$ cat config.mk
export PLATFORM = sky130hd
export DESIGN_NAME = pipeline_hold_ctrl
export DESIGN_NICKNAME = d
export VERILOG_FILES = /design/src/rtl/pipeline_hold_ctrl_pkg.sv /design/src/rtl/pipeline_hold_ctrl_flush.sv /design/src/rtl/pipeline_hold_ctrl.sv
export SDC_FILE = /design/constraint.sdc
export NUM_CORES = 1
export LEC_CHECK = 0
export ABC_AREA = 1
export ABC_CLOCK_PERIOD_IN_PS = 2000
export BUFFER_PORTS_ARGS = -buffer_cell sky130_fd_sc_hd__clkbuf_2
export CORE_ASPECT_RATIO = 0.6
export CORE_MARGIN = 1.5
export CORE_UTILIZATION = 49
export DETAILED_ROUTE_END_ITERATION = 10
export GPL_ROUTABILITY_DRIVEN = 0
export PLACE_DENSITY_LB_ADDON = 0.25
export SLEW_MARGIN = 40
export SYNTH_ARGS = -nofsm -noshare
export SYNTH_HDL_FRONTEND = slang
export SYNTH_SLANG_ARGS = --single-unit
export TNS_END_PERCENT = 50
$ cat constraint.sdc
create_clock -name Clk -period 2 [get_ports Clk]
set_clock_uncertainty 0.05 [all_clocks]
set_input_delay 0.3 -clock Clk [delete_from_list [all_inputs] [get_ports Clk]]
set_output_delay 0.3 -clock Clk [all_outputs]
set_load 0.02 [all_outputs]
$ cat src/rtl/pipeline_hold_ctrl_pkg.sv
// ---------------------------------------------------------------------------
// pipeline_hold_ctrl_pkg
// Shared definitions for the pipeline hold/flush sequencer:
//   - ctrlState_t   : FSM state encodings (RUN, FLUSH, STALL_EX, STALL_MEM)
//   - HOLD_*        : bit positions of each controlled stage register in the
//                     HoldFlag / FlushFlag buses
//   - HOLD_BUS_W    : natural width of the hold/flush buses
//   - satInc32      : saturating increment used by the optional perf counters
// Optional feature macro used by the top: HOLD_PERF_CNT_EN
// ---------------------------------------------------------------------------
package pipeline_hold_ctrl_pkg;

    typedef enum logic [1:0] {
        STATE_RUN       = 2'd0,
        STATE_FLUSH     = 2'd1,
        STATE_STALL_EX  = 2'd2,
        STATE_STALL_MEM = 2'd3
    } ctrlState_t;

    localparam int HOLD_PC     = 0;
    localparam int HOLD_IF2ID  = 1;
    localparam int HOLD_ID2EX  = 2;
    localparam int HOLD_EX2MEM = 3;

    localparam int HOLD_BUS_W  = 4;

    // Wide enough for the largest legal flush length (7)
    localparam int FLUSH_CNT_W = 3;

    localparam int PERF_CNT_W  = 32;

    // Increment that sticks at all-ones instead of wrapping
    function automatic logic [PERF_CNT_W-1:0] satInc32(input logic [PERF_CNT_W-1:0] value);
        if (value == {PERF_CNT_W{1'b1}}) begin
            return value;
        end
        return value + 1'b1;
    endfunction

endpackage

$ cat src/rtl/pipeline_hold_ctrl_flush.sv
// ---------------------------------------------------------------------------
// pipeline_flush_counter
// Down-counter that times the front-end flush bubble after a redirect.
// Ports:
//   Clk        in   system clock
//   Rst        in   asynchronous active-low reset (count clears to 0)
//   load       in   load loadValue this cycle (takes priority)
//   loadValue  in   value loaded on a redirect
//   dec        in   decrement request (ignored at zero)
//   freeze     in   hold the count regardless of dec
//   zero       out  count == 0
//   lastCycle  out  count == 1, i.e. this decrement reaches zero
// ---------------------------------------------------------------------------
module pipeline_flush_counter #(
    parameter int WIDTH = 3
) (
    input  logic             Clk,
    input  logic             Rst,
    input  logic             load,
    input  logic [WIDTH-1:0] loadValue,
    input  logic             dec,
    input  logic             freeze,
    output logic             zero,
    output logic             lastCycle
);

    logic [WIDTH-1:0] count;

    // Load beats decrement; a frozen counter keeps its value while a data
    // memory stall is in progress so the flush resumes where it left off.
    always_ff @(posedge Clk or negedge Rst) begin
        if (!Rst) begin
            count <= '0;
        end else if (load) begin
            count <= loadValue;
        end else if (dec && !freeze && (count != '0)) begin
            count <= count - 1'b1;
        end
    end

    assign zero      = (count == '0);
    assign lastCycle = (count == WIDTH'(1));

endmodule

$ cat src/rtl/pipeline_hold_ctrl.sv
// ---------------------------------------------------------------------------
// pipeline_hold_ctrl
// Central hold/flush sequencer for the 5-stage pipeline. Arbitrates stall and
// redirect requests (MemWait > JumpReqEx > ExBusy > LoadUseId > FetchWait)
// and drives per-stage hold/flush flags to the Pc, If2Id, Id2Ex and Ex2Mem
// buffer registers, plus a registered redirect target for Pc.
// Ports:
//   Clk          in   system clock
//   Rst          in   asynchronous active-low reset
//   JumpReqEx    in   Ex resolved a taken branch/jump
//   JumpAddrEx   in   redirect target from Ex
//   LoadUseId    in   Id load-use hazard
//   ExBusy       in   multi-cycle Ex operation in progress
//   FetchWait    in   instruction memory not ready
//   MemWait      in   data memory not ready
//   HoldFlag     out  per-stage hold (bit0 Pc .. bit3 Ex2Mem)
//   FlushFlag    out  per-stage bubble insert
//   JumpEnOut    out  Pc redirect strobe
//   JumpAddrOut  out  registered Pc redirect target
//   StateOut     out  current FSM state (debug)
//   StallCntOut  out  saturating stall-cycle count  (HOLD_PERF_CNT_EN only)
//   FlushCntOut  out  saturating accepted-jump count (HOLD_PERF_CNT_EN only)
// Optional feature macro: HOLD_PERF_CNT_EN
// ---------------------------------------------------------------------------
module pipeline_hold_ctrl
    import pipeline_hold_ctrl_pkg::*;
#(
    parameter int ADDR_W       = 64,
    parameter int FLUSH_CYCLES = 2,
    parameter int STAGES       = 4
) (
    input  logic              Clk,
    input  logic              Rst,
    input  logic              JumpReqEx,
    input  logic [ADDR_W-1:0] JumpAddrEx,
    input  logic              LoadUseId,
    input  logic              ExBusy,
    input  logic              FetchWait,
    input  logic              MemWait,
    output logic [STAGES-1:0] HoldFlag,
    output logic [STAGES-1:0] FlushFlag,
    output logic              JumpEnOut,
    output logic [ADDR_W-1:0] JumpAddrOut,
    output logic [1:0]        StateOut
`ifdef HOLD_PERF_CNT_EN
   ,output logic [PERF_CNT_W-1:0] StallCntOut,
    output logic [PERF_CNT_W-1:0] FlushCntOut
`endif
);

    localparam logic [FLUSH_CNT_W-1:0] FLUSH_LOAD = FLUSH_CNT_W'(FLUSH_CYCLES - 1);

    ctrlState_t state;
    ctrlState_t stateNext;
    ctrlState_t savedState;
    ctrlState_t effState;

    logic [STAGES-1:0] holdRaw;
    logic [STAGES-1:0] flushRaw;
    logic              jumpAccept;
    logic              cntDec;
    logic              cntZero;
    logic              cntLast;

    // While parked in STALL_MEM the controller behaves as the state class it
    // was interrupted in, so the cycle MemWait drops already does useful work
    // (no dead cycle between the memory stall and the resumed flush/stall).
    assign effState = (state == STATE_STALL_MEM) ? savedState : state;

    // State register plus the remembered class to resume after a memory stall.
    always_ff @(posedge Clk or negedge Rst) begin
        if (!Rst) begin
            state      <= STATE_RUN;
            savedState <= STATE_RUN;
        end else begin
            state <= stateNext;
            if (MemWait) begin
                savedState <= effState;
            end
        end
    end

    // Priority decode of requests into next state and per-stage flags.
    // STALL_EX with ExBusy low decodes exactly like RUN, which is what makes
    // the return from a multi-cycle Ex op cost no extra cycle. A jump seen in
    // FLUSH is dropped because Ex only holds a bubble there.
    always_comb begin
        stateNext  = state;
        holdRaw    = '0;
        flushRaw   = '0;
        jumpAccept = 1'b0;
        cntDec     = 1'b0;
        if (MemWait) begin
            stateNext = STATE_STALL_MEM;
            holdRaw   = '1;
        end else begin
            case (effState)
                STATE_FLUSH: begin
                    flushRaw[HOLD_IF2ID] = 1'b1;
                    cntDec               = 1'b1;
                    stateNext            = (cntLast || cntZero) ? STATE_RUN : STATE_FLUSH;
                end
                default: begin
                    if (JumpReqEx) begin
                        jumpAccept           = 1'b1;
                        flushRaw[HOLD_IF2ID] = 1'b1;
                        flushRaw[HOLD_ID2EX] = 1'b1;
                        stateNext            = (FLUSH_CYCLES > 1) ? STATE_FLUSH : STATE_RUN;
                    end else if (ExBusy) begin
                        holdRaw[HOLD_PC]      = 1'b1;
                        holdRaw[HOLD_IF2ID]   = 1'b1;
                        holdRaw[HOLD_ID2EX]   = 1'b1;
                        flushRaw[HOLD_EX2MEM] = 1'b1;
                        stateNext             = STATE_STALL_EX;
                    end else if (LoadUseId) begin
                        holdRaw[HOLD_PC]     = 1'b1;
                        holdRaw[HOLD_IF2ID]  = 1'b1;
                        flushRaw[HOLD_ID2EX] = 1'b1;
                        stateNext            = STATE_RUN;
                    end else if (FetchWait) begin
                        holdRaw[HOLD_PC]     = 1'b1;
                        flushRaw[HOLD_IF2ID] = 1'b1;
                        stateNext            = STATE_RUN;
                    end else begin
                        stateNext = STATE_RUN;
                    end
                end
            endcase
        end
    end

    // A stage that is both held and flushed must take the bubble.
    assign HoldFlag  = holdRaw & ~flushRaw;
    assign FlushFlag = flushRaw;
    assign JumpEnOut = jumpAccept;
    assign StateOut  = state;

    // Redirect target only moves on an accepted jump.
    always_ff @(posedge Clk or negedge Rst) begin
        if (!Rst) begin
            JumpAddrOut <= '0;
        end else if (jumpAccept) begin
            JumpAddrOut <= JumpAddrEx;
        end
    end

    pipeline_flush_counter #(
        .WIDTH(FLUSH_CNT_W)
    ) flushCounter (
        .Clk      (Clk),
        .Rst      (Rst),
        .load     (jumpAccept),
        .loadValue(FLUSH_LOAD),
        .dec      (cntDec),
        .freeze   (MemWait),
        .zero     (cntZero),
        .lastCycle(cntLast)
    );

`ifdef HOLD_PERF_CNT_EN
    logic [PERF_CNT_W-1:0] stallCnt;
    logic [PERF_CNT_W-1:0] flushCnt;

    // Saturating event counters: any held stage counts as a stall cycle,
    // every accepted redirect counts as a flush event.
    always_ff @(posedge Clk or negedge Rst) begin
        if (!Rst) begin
            stallCnt <= '0;
            flushCnt <= '0;
        end else begin
            if (|HoldFlag) begin
                stallCnt <= satInc32(stallCnt);
            end
            if (jumpAccept) begin
                flushCnt <= satInc32(flushCnt);
            end
        end
    end

    assign StallCntOut = stallCnt;
    assign FlushCntOut = flushCnt;
`endif

endmodule

==> metrics.csv <==
stage,metric,value,unit
status,outcome,"finished, final reports clean",
finish,final layout net count,554,
worst_setup_path,crit-path max FO,16,
synth,asr flop ratio synth,1.000,
synth,"Avg Cell Area, Syn",8.658,um2
finish,# fillers,505,
grt,vias in the first global route,2492,
die,Die H,62.87,um
pwr,pwr/cell area,1371,nW/um2
clocking,Setup Buffers After CTS,0,
min_path,Hold Crit Class,in2reg,
route,1st-iter DRT viols,92,
die,Row Count,21,
synth,Seq cells post-synth,71,
worst_setup_path,Startpoint Class,register,
grt,gr usage total,0.2219,
synth,number of synthesized flops with an enable pin,0,
timing,RSZ-0062 raised after global routing,yes,
worst_setup_path,crit end category,primary output,
worst_setup_path,Critical R2R Launch,StateOut[0],
die,core area,5675,um2
synth,Yosys warning total,0,
die,initial core utilization,0.5157,
finish,share of cells above drive strength 1,0.3505,
route,final wirelength,6736,um
clocking,H-tree levels,3,
clocking,clk sinks,71,
die,die area,6461,um2
finish,ANT cells,0,
timing,period utilization,0.9415,
worst_setup_path,critical path class,reg2out,
pwr,Pwr Total,5.320,mW
synth,most frequent cell after synthesis,nand2_1,
timing,endpoints failing setup,0,
clocking,worst-skew pair later-pin latency,0.33,ns
route,DR pass1 iterations,5,
pwr,leakage,2.333,nW
route,vias per cell,4.556,
synth,"Distinct cells, synth",20,
clocking,cts bufs inserted,9,
grt,initial antenna violation count,0,
timing,Final Max Tran Viols,0,
finish,"Cell Count, Final, Fillers Out",565,
timing,Final min period,1.883,ns
placed_design,dpl cell area,3667,um2
worst_setup_path,"Arr. time, crit path",1.53,ns
synth,sequential area share after synthesis,0.6071,
clocking,maximum root-to-sink buffer count,2,
die,Die X,102.8,um
timing,setup ws final,0.1170,ns
placed_design,Port Buffer Count,144,
synth,Post-Syn Area,2927,um2
grt,pin count of the biggest net entering global routing,72,
grt,GRT overflow,0,
placed_design,placed cell count,548,
min_path,Hold Crit Start,JumpAddrEx[46],
synth,most frequent cells after synthesis,"206 x nand2_1, 71 x dfrtp_1, 10 x inv_1",
synth,Mapped Nets,412,
clocking,clock transition at the registers of the reported paths,0.08,ns
route,drt wl/cell,11.92,um
finish,final instance area,3881,um2
die,I/O pins,146,
worst_setup_path,Critical Path Start,StateOut[0],
synth,Synth top area share,0.6071,
synth,cell taking the most area after synthesis,dfrtp_1,
route,via count,2574,
pwr,peak supply drop,781.2,uV
worst_setup_path,Worst EP required,1.65,ns
synth,ys flop type,dfrtp_1,
placed_design,hpwl dp,4799,um
synth,Synth area leaders,"dfrtp_1 61%, nand2_1 26%, buf_6 2.3%",
timing,Fin. Hold Viols,0,
finish,Area growth syn-to-layout,32.62,%
timing,achievable clock frequency,531.1,MHz
grt,first-pass GRT wire length,11030,um
clocking,Root Driver,clkbuf_8,
route,DRC,0,
synth,Mapped Cells,338,
placed_design,Post-Place Setup Slack,0.3301,ns
route,"antenna viol nets, final",0,
flow_run,Max Cap Violations,0,
clocking,CTS tree,done,
[final cells by class]
class / count / area, um2 / area share
Sequential cell: 71 / 1777 / 0.4578
Multi-Input combinational cell: 237 / 974.7 / 0.2511
Tap cell: 80 / 100.1 / 0.02579
Clock buffer: 11 / 151.4 / 0.03901
Inverter: 12 / 50.05 / 0.01289
Timing Repair Buffer: 149 / 788.3 / 0.2031
Clock inverter: 5 / 40.04 / 0.01032
[path summary, 6_finish.rpt]
check	end	slack (ns)	cells after the start
min in group asynchronous	JumpAddrOut[11]	0.45	3
min	JumpAddrOut[46]	0.1	3
max reg2reg	JumpAddrOut[25]	0.41	8
max in group asynchronous	JumpAddrOut[51]	1.14	3
max	JumpEnOut	0.12	6
min reg2reg	JumpAddrOut[51]	0.43	2
[kinds of logic after synthesis]
kind of cell	synth area share
flip-flops	0.6071
buffers and inverters	0.06156
AND/OR/NAND/NOR	0.2984
adder cells (fa/ha/maj)	0.01283
other	0.001281
AO/OA/AOI/OAI	0.01582
XOR/XNOR	0.002993
[cell usage in the layout (no fill, tap or decap), types with 2 or more instances in the layout]
cell type   synthesis  layout
buf_2               3       2
dfrtp_1            71      71
inv_6               0       3
o21ai_0             4       4
nor2_1              4       4
clkinvlp_4          0       3
nand2_1           206     206
buf_12              0       2
clkbuf_8            0      11
inv_1              10      10
buf_4               5       3
ha_1                3       3
nand3_1             9       9
clkbuf_2            0     141
a21oi_1             4       4
[repair_timing]
item	CTS	global route
hold buffers	1	0
endpoints found under the setup margin	0	4
hold endpoints to repair	71	0
gates resized for setup	0	7
[per-stage QoR]
stage / hold WS [ns] / setup TNS, ns / utilization
floorplan: -0.04559 / 0 / -
global placement: 0.3047 / 0 / 0.6462
detailed placement: 0.3015 / 0 / 0.6462
CTS: 0.08375 / 0 / 0.6817
global route: 0.08716 / -0.03272 / 0.6839
finish: 0.09947 / 0 / 0.6839
[state kept, by name, indices dropped and copies added, names as in the netlist]
name,count
savedState,2
JumpAddrOut,64
flushCounter.count,3
StateOut,2
[where the power goes]
part	total (mW)	switching, mW	internal [mW]
clock network	1.09	0.559	0.527
logic	2.00	1.33	0.671
registers	2.24	0.302	1.93
total	5.32	2.19	3.13
[routing by layer]
| layer | up-vias | track usage | part of all wire | wire [um] |
|---|---|---|---|---|
| li1 | 1305 | - | - | - |
| met1 | 1159 | 0.2852 | 0.45 | 3041 |
| met2 | 100 | 0.3510 | 0.46 | 3102 |
| met3 | 10 | 0.08613 | 0.075 | 507 |
| met4 | 0 | 0.06250 | 0.012 | 84 |
| met5 | - | 0 | 0 | 0 |
[worst max-delay path, stage by stage (launching register included)]
cell and delay (ns):
dfrtp_1 0.42, nand3_1 0.11, nand2_1 0.11, nand2_4 0.12
nand3_4 0.12, inv_6 0.13, clkbuf_2 0.18
Power figures use the tool's default switching activity.
